<file path="src/rtl/addsub_pkg.sv">
// Shared definitions for the chunked add/subtract unit: opcodes, FSM states
// and the chunk-count helper.
package addsub_pkg;

    localparam logic OP_ADD = 1'b0;
    localparam logic OP_SUB = 1'b1;

    typedef enum logic [1:0] {
        IDLE = 2'd0,
        RUN  = 2'd1,
        DONE = 2'd2
    } state_t;

    function automatic int unsigned num_chunks(int unsigned data_width,
                                               int unsigned chunk_width);
        return (data_width + chunk_width - 1) / chunk_width;
    endfunction

endpackage

</file>
<file path="src/rtl/chunk_adder.sv">
// Combinational ripple adder for one chunk; also exposes the carry into its
// MSB so the top level can derive signed overflow on the final chunk.
module chunk_adder #(
    parameter int unsigned CHUNK_WIDTH = 4
) (
    input  logic [CHUNK_WIDTH-1:0] a,
    input  logic [CHUNK_WIDTH-1:0] b,
    input  logic                   cin,
    output logic [CHUNK_WIDTH-1:0] sum,
    output logic                   cout,
    output logic                   cmsb
);

    logic [CHUNK_WIDTH:0] c;

    always_comb begin
        sum  = '0;
        c    = '0;
        c[0] = cin;
        for (int i = 0; i < CHUNK_WIDTH; i++) begin
            sum[i]   = a[i] ^ b[i] ^ c[i];
            c[i+1]   = (a[i] & b[i]) | (c[i] & (a[i] ^ b[i]));
        end
    end

    assign cout = c[CHUNK_WIDTH];
    assign cmsb = c[CHUNK_WIDTH-1];

endmodule

</file>
<file path="src/rtl/chunked_addsub.sv">
// Multi-cycle add/subtract: operands are processed LSB-first, one
// CHUNK_WIDTH-bit slice per clock, with valid/ready handshakes on both sides.
module chunked_addsub
    import addsub_pkg::*;
#(
    parameter int unsigned DATA_WIDTH  = 14,
    parameter int unsigned CHUNK_WIDTH = 4
) (
    input  logic                  clk,
    input  logic                  rst,
    input  logic                  in_valid,
    output logic                  in_ready,
    input  logic [DATA_WIDTH-1:0] a,
    input  logic [DATA_WIDTH-1:0] b,
    input  logic                  op,
    input  logic                  cin,
    output logic                  out_valid,
    input  logic                  out_ready,
    output logic [DATA_WIDTH-1:0] q,
    output logic                  cout,
    output logic                  ovf,
    output logic                  zero
);

    localparam int unsigned NUM_CHUNKS = num_chunks(DATA_WIDTH, CHUNK_WIDTH);
    localparam int unsigned PAD_WIDTH  = NUM_CHUNKS * CHUNK_WIDTH;
    localparam int unsigned LAST_W     = DATA_WIDTH - (NUM_CHUNKS - 1) * CHUNK_WIDTH;
    localparam int unsigned CNT_W      = (NUM_CHUNKS > 1) ? $clog2(NUM_CHUNKS) : 1;
    localparam logic [CNT_W-1:0] LAST_K = CNT_W'(NUM_CHUNKS - 1);

    state_t               state_q, state_d;
    logic [PAD_WIDTH-1:0] a_q, a_d, b_q, b_d, q_q, q_d;
    logic [CNT_W-1:0]     k_q, k_d;
    logic                 carry_q, carry_d;
    logic                 cout_q, cout_d, ovf_q, ovf_d, zero_q, zero_d;

    logic [CHUNK_WIDTH-1:0] sum;
    logic                   add_cout, add_cmsb;
    logic                   fin_cout, fin_cmsb;
    logic [DATA_WIDTH-1:0]  b_in;
    int unsigned            base;

    chunk_adder #(
        .CHUNK_WIDTH(CHUNK_WIDTH)
    ) u_chunk_adder (
        .a    (a_q[CHUNK_WIDTH-1:0]),
        .b    (b_q[CHUNK_WIDTH-1:0]),
        .cin  (carry_q),
        .sum  (sum),
        .cout (add_cout),
        .cmsb (add_cmsb)
    );

    // Operands are zero-padded, so in a partial last chunk the carry out of the
    // data MSB lands in the first padding sum bit.
    if (LAST_W < CHUNK_WIDTH) begin : g_partial
        logic unused_adder_flags;
        assign fin_cout = sum[LAST_W];
        assign fin_cmsb = sum[LAST_W-1] ^ a_q[LAST_W-1] ^ b_q[LAST_W-1];
        assign unused_adder_flags = add_cmsb;
    end else begin : g_full
        assign fin_cout = add_cout;
        assign fin_cmsb = add_cmsb;
    end

    assign b_in = (op == OP_SUB) ? ~b : b;
    assign base = k_q * CHUNK_WIDTH;

    always_comb begin
        state_d = state_q;
        a_d     = a_q;
        b_d     = b_q;
        q_d     = q_q;
        k_d     = k_q;
        carry_d = carry_q;
        cout_d  = cout_q;
        ovf_d   = ovf_q;
        zero_d  = zero_q;
        unique case (state_q)
            IDLE: begin
                if (in_valid) begin
                    a_d     = PAD_WIDTH'(a);
                    b_d     = PAD_WIDTH'(b_in);
                    carry_d = (op == OP_SUB) ? ~cin : cin;
                    k_d     = '0;
                    state_d = RUN;
                end
            end
            RUN: begin
                q_d[base +: CHUNK_WIDTH] = sum;
                carry_d = add_cout;
                a_d     = a_q >> CHUNK_WIDTH;
                b_d     = b_q >> CHUNK_WIDTH;
                k_d     = k_q + CNT_W'(1);
                if (k_q == LAST_K) begin
                    cout_d  = fin_cout;
                    ovf_d   = fin_cout ^ fin_cmsb;
                    zero_d  = (q_d[DATA_WIDTH-1:0] == '0);
                    state_d = DONE;
                end
            end
            DONE: begin
                if (out_ready) state_d = IDLE;
            end
            default: state_d = IDLE;
        endcase
    end

    always_ff @(posedge clk or posedge rst) begin
        if (rst) begin
            state_q <= IDLE;
            a_q     <= '0;
            b_q     <= '0;
            q_q     <= '0;
            k_q     <= '0;
            carry_q <= 1'b0;
            cout_q  <= 1'b0;
            ovf_q   <= 1'b0;
            zero_q  <= 1'b0;
        end else begin
            state_q <= state_d;
            a_q     <= a_d;
            b_q     <= b_d;
            q_q     <= q_d;
            k_q     <= k_d;
            carry_q <= carry_d;
            cout_q  <= cout_d;
            ovf_q   <= ovf_d;
            zero_q  <= zero_d;
        end
    end

    assign in_ready  = (state_q == IDLE);
    assign out_valid = (state_q == DONE);
    assign q         = q_q[DATA_WIDTH-1:0];
    assign cout      = cout_q;
    assign ovf       = ovf_q;
    assign zero      = zero_q;

endmodule

</file>
<file path="config.mk">
export PLATFORM = sky130hd
export DESIGN_NAME = chunked_addsub
export DESIGN_NICKNAME = d
export VERILOG_FILES = /design/src/rtl/addsub_pkg.sv /design/src/rtl/chunk_adder.sv /design/src/rtl/chunked_addsub.sv
export SDC_FILE = /design/constraint.sdc
export NUM_CORES = 1
export LEC_CHECK = 0
export ABC_AREA = 1
export BUFFER_PORTS_ARGS = -buffer_cell sky130_fd_sc_hd__buf_2
export CORE_UTILIZATION = 42
export CTS_CLUSTER_DIAMETER = 30
export DETAILED_ROUTE_END_ITERATION = 10
export GPL_TIMING_DRIVEN = 0
export SYNTH_ARGS = -nofsm -noshare
export SYNTH_HDL_FRONTEND = slang
export SYNTH_SLANG_ARGS = --single-unit
</file>
<file path="constraint.sdc">
create_clock -name clk -period 7.25 [get_ports clk]
set_clock_uncertainty 0.1 [all_clocks]
set_input_delay 0.3625 -clock clk [delete_from_list [all_inputs] [get_ports clk]]
set_output_delay 0.3625 -clock clk [all_outputs]
set_load 0.02 [all_outputs]
</file>
# After elaboration in Yosys (flattened, before gate mapping)
# Index checks and enable logic that the tools add are counted.
dict set report totals {
  regBits 56
  input_bits 34
  output_inout_bits 19
  elab_cells 65
}
dict set report classes {
  n_addsub 2
  n_eq_ne 6
  shifts 2
  muxes 15
  bitwise_logic 25
  reduce_logical 6
}
# op n
set op_table {}
lappend op_table {{case mux 16 bit (2 select lines)} 2}
lappend op_table {{negator 4 -> 34 bit} 1}
lappend op_table {{variable shift 4 x 34 -> 16 bit (first input constant)} 1}
lappend op_table {{indexed part select 4 x 34 -> 16 bit} 1}
lappend op_table {{2-to-1 mux 16 bit} 2}
lappend op_table {{bitwise mux 16 bit} 1}
lappend op_table {{logical NOT 14 bit} 1}
lappend op_table {{2-to-1 mux 14 bit} 1}
lappend op_table {{NOT 14 bit} 1}
lappend op_table {{bitwise XOR 1 bit} 11}
lappend op_table {{AND 1 bit} 8}
lappend op_table {{2-to-1 mux 2 bit} 4}
lappend op_table {{case mux 2 bit (3 select lines)} 1}
lappend op_table {{equality test 2 bit (second input constant)} 2}
lappend op_table {{inequality test 2 bit (second input constant)} 2}
lappend op_table {{OR 1 bit} 4}
lappend op_table {{case mux 2 bit (2 select lines)} 1}
lappend op_table {{AND reduction 2 bit} 2}
lappend op_table {{AND reduction 3 bit} 1}
lappend op_table {{adder 2 x 1 -> 2 bit (second input constant)} 1}
lappend op_table {{equality test 2 x 1 -> 1 bit (second input constant)} 1}
lappend op_table {{logical NOT 2 bit} 1}
lappend op_table {{2-to-1 mux 1 bit} 2}
lappend op_table {{inequality test 2 x 1 -> 1 bit (second input constant)} 1}
lappend op_table {{other kinds (3)} 3}

# Logic depth before layout (Yosys ltp)
dict set report depth {
  ltp_word 11
  mapped_depth 15
  ltp_nobuf 15
}

# By module
# A second synthesis with hierarchy kept.
dict set report hier_totals {
  hier_cells 306
  hier_area_um2 2665.1
}
# module instances cells_per_inst area_each_um2 seq_area_each_um2
set by_module_without_submodules {}
lappend by_module_without_submodules {chunked_addsub 1 294 2555.0 1251.2}
lappend by_module_without_submodules {chunk_adder 1 12 110.1 0.0}

# Least setup slack after synthesis
# No wires, ideal clock.
dict set report synth_timing {
  kind {register -> register}
  start {reg a_q[0]}
  end {reg zero_q (netlist: zero)}
  setup_ns 0.065
  t_arrival_ns 2.344
  t_required_ns 7.085
  path_slack_ns 4.741
  stages_incl_launch_ff 16
  n_path_buf 0
  synth_period_minus_slack_ns 2.509
  path_cell_list {dfrtp_1 > inv_1 > fa_1 > inv_1 > fa_1 > inv_1 > fa_1 > inv_1 > fa_1 > nand3_1 > nor2_1 > nor2_1 > nand3_1 > nor2_1 > nand2_1 > nand2_1}
}
dict set report synth_via {
  elab_chain_len 11
  elab_cells_between_ends 15
  classes_between {1 x shift; 1 x mux; 12 x bitwise; 1 x reduce/logical}
}
# element line
set synth_rtl {}
lappend synth_rtl {{start: declaration} chunked_addsub.sv:32} ;# logic [PAD_WIDTH-1:0] a_q, a_d, b_q, b_d, q_q, q_d;
lappend synth_rtl {{start signal: assignment} chunked_addsub.sv:112} ;# a_q <= '0;
lappend synth_rtl {{start signal: assignment} chunked_addsub.sv:122} ;# a_q <= a_d;
lappend synth_rtl {{bitwise XOR 1 bit} {chunk_adder.sv:21, chunk_adder.sv:22}}
lappend synth_rtl {{AND 1 bit} chunk_adder.sv:22} ;# c[i+1] = (a[i] & b[i]) | (c[i] & (a[i] ^ b[i]));
lappend synth_rtl {{OR 1 bit} chunk_adder.sv:22}
lappend synth_rtl {{AND 1 bit} chunk_adder.sv:22}
lappend synth_rtl {{OR 1 bit} chunk_adder.sv:22}
lappend synth_rtl {{AND 1 bit} chunk_adder.sv:22}
lappend synth_rtl {{OR 1 bit} chunk_adder.sv:22}
lappend synth_rtl {{bitwise XOR 1 bit} chunk_adder.sv:21} ;# sum[i] = a[i] ^ b[i] ^ c[i];
lappend synth_rtl {{indexed part select 4 x 34 -> 16 bit (*)} chunked_addsub.sv:90} ;# q_d[base +: CHUNK_WIDTH] = sum;
lappend synth_rtl {{bitwise mux 16 bit (*)} chunked_addsub.sv:90}
lappend synth_rtl {{logical NOT 14 bit (*)} chunked_addsub.sv:98} ;# zero_d = (q_d[DATA_WIDTH-1:0] == '0);
lappend synth_rtl {{end signal: assignment} chunked_addsub.sv:129} ;# zero_q <= zero_d;
lappend synth_rtl {{end: declaration} chunked_addsub.sv:35} ;# logic cout_q, cout_d, ovf_q, ovf_d, zero_q, zero_d;
# Every way passes the cells marked *; elsewhere a longest branch is shown, timed or not.
# A chain may end at the register's enable or synchronous reset.

# Worst setup path after layout
# Same ends and word-level chain as after synthesis.

==> results.json <==
{
  "clk_latency_ns": 0.31,
  "final_design_area_no_fill_um2": 3110,
  "gr-total-overflow": 0,
  "dp_hpwl_mm": 4.40,
  "crit_fanout": 3,
  "synth-edff-count": 0,
  "r2r_setup_slack_ns": 4.41,
  "cts_setup_buffers": 0,
  "cts_resized": 0,
  "crit_type": "register to register",
  "avgSynthCellArea_um2": 8.55,
  "fin_nets": 410,
  "grt_setup_unrepaired": "false",
  "ir_drop_v": 0.000166,
  "fin_crit_ns": 2.84,
  "synth_warnings": 0,
  "hold_path_class": "input port to asynchronous set/reset pin",
  "drt_pass1_iterations": 4,
  "clock_sinks": 50,
  "die_x_um": 81.1,
  "core_um2": 5990,
  "fin_cells": 442,
  "cp_data_required_time_ns": 7.40,
  "wl_met1_mm": 2.85,
  "grt_usage": 0.204,
  "power_leakage_nw": 1.56,
  "hold_viol": 0,
  "drt-initial-drc-count": 122,
  "initial_utilization": 0.438,
  "worstSetupEndpointType": "register",
  "holdWs_ns": 0.00174,
  "slew_headroom": 0.617,
  "total_power_mw": 1.52,
  "gp_congestion": 0.803,
  "fp-row-count": 28,
  "ant_nets": 0,
  "clock-root-buffer": "clkbuf_8",
  "fillCellCount": 590,
  "layout-drive-gt1-share": 0.207,
  "port_buffers": 51,
  "synth_seq_area_share": 0.477,
  "layout_common_cells": "81 x nand2_1, 56 x buf_2, 50 x dfrtp_1",
  "final_common_cell": "nand2_1",
  "antenna_found_initial": 0,
  "route.detailed.drc": 0,
  "cts_tree": "done",
  "crit_path_start_kind": "register",
  "num_vias": 2164,
  "die-area_um2": 6570,
  "async_flop_share": 1.00,
  "grt_pass1_wl_mm": 10.1,
  "routed_via_density": 4.90,
  "syn-num-nets": 351,
  "wl_met3_um": 192,
  "period_share": 0.392,
  "netlist_area_um2": 2630,
  "postCtsHoldBufs": 0,
  "syn_inst": 307,
  "pin_count": 53,
  "wl_met2_mm": 2.80,
  "cp.arrival_ns": 2.99,
  "grt_pass1_vias": 2107,
  "synth_ff_type": "dfrtp_1",
  "areaGrowthSynthToFinish_pct": 18.4,
  "die_height_um": 81.1,
  "wl_per_cell_um": 13.4,
  "maxCapViolations": 0,
  "rr_worst_depth": 15,
  "power_density_nw_per_um2": 489,
  "r2r-end": "zero",
  "cts_buffer_depth": 2,
  "grt_max_degree": 27,
  "worstMarginPinSlew_ns": 0.574,
  "cts_buffers": 5,
  "top_layer": "met4",
  "rr_startpoint": "a_q[0]",
  "htree_levels": 2,
  "clk_pin_slew_ns": 0.10,
  "drt_wl_total_mm": 5.90,
  "max_freq_ghz": 0.352,
  "placed_cell_area_um2": 2990,
  "slew_violations": 0,
  "diodes": 0,
  "ys_types": 26,
  "fin_setup_tns_ns": 0,
  "finalSetupViolCount": 0,
  "ys_ff_latch": 50,
  "status": "finished clean",
  "post-place-cells": 434
}
[Yosys cell counts (6+ instances only)]
master	count	area, µm²
xnor2_1	17	149
o211ai_1	6	45.0
dfrtp_1	50	1250
nor2_1	30	113
a31oi_1	7	43.8
nand2_1	81	304
o21ai_0	19	95.1
nand3_1	13	65.1
ha_1	6	75.1
o221ai_1	8	70.1
inv_1	35	131
[routing by layer]
| metal | up-vias | global-route usage |
|---|---|---|
| li1 | 1107 | - |
| met1 | 1011 | 0.277 |
| met2 | 41 | 0.334 |
| met3 | 5 | 0.0371 |
| met4 | 0 | 0.0536 |
| met5 | - | 0 |
[sequential cells by signal (all words and copies together), names as in the netlist]
name,count
a_q,14
b_q,14
q_q,14
k_q,2
state_q,2
carry_q,1
cout,1
ovf,1
zero,1
[per-stage QoR]
stage	setup WS (ns)	util
global placement	4.46	0.496
finish	4.41	0.519
CTS	4.39	0.519
detailed placement	4.43	0.500
floorplan	4.74	-
global route	4.23	0.519
[layout make-up]
class	instances	area, µm²	area share
timing repair buffer	52	275	0.0886
buffer	11	58.8	0.0189
clock inverter	3	43.8	0.0141
tap	75	93.8	0.0302
multi-input combinational	208	1170	0.377
sequential	50	1250	0.403
clock buffer	5	68.8	0.0222
inverter	38	143	0.0459
[worst max-delay path by stage]
stage / startpoint / endpoint
after floorplan: a_q[0] / zero
after global placement: a_q[0] / zero
after detailed placement: a_q[0] / zero
after CTS: a_q[0] / zero
after global routing: a_q[0] / zero
final: a_q[0] / zero
[worst max-delay path, stage by stage (launching register included)]
cell	delay (ns)
dfrtp_1	0.33
inv_1	0.07
fa_1	0.41
inv_1	0.07
fa_1	0.16
inv_1	0.05
fa_1	0.36
inv_1	0.08
fa_1	0.47
nand3_1	0.12
nor2_1	0.05
nor2_1	0.12
nand3_1	0.10
nor2_1	0.16
nand2_1	0.08
nand2_1	0.05
[cell families after synthesis]
kind of cell,Yosys count,synth area share
AOI/OAI and AO/OA,52,0.131
and+or+nand+nor,128,0.197
buffers and inverters,49,0.0767
adders and majority gates,10,0.0591
DFF,50,0.477
xor gates and xnor gates,18,0.0601
[power by group]
part | total, mW | switching [mW] | internal [mW]
sequential | 0.485 | 0.0800 | 0.405
combinational | 0.832 | 0.535 | 0.297
clock | 0.203 | 0.0999 | 0.104
(Power assumes the default switching activity.)
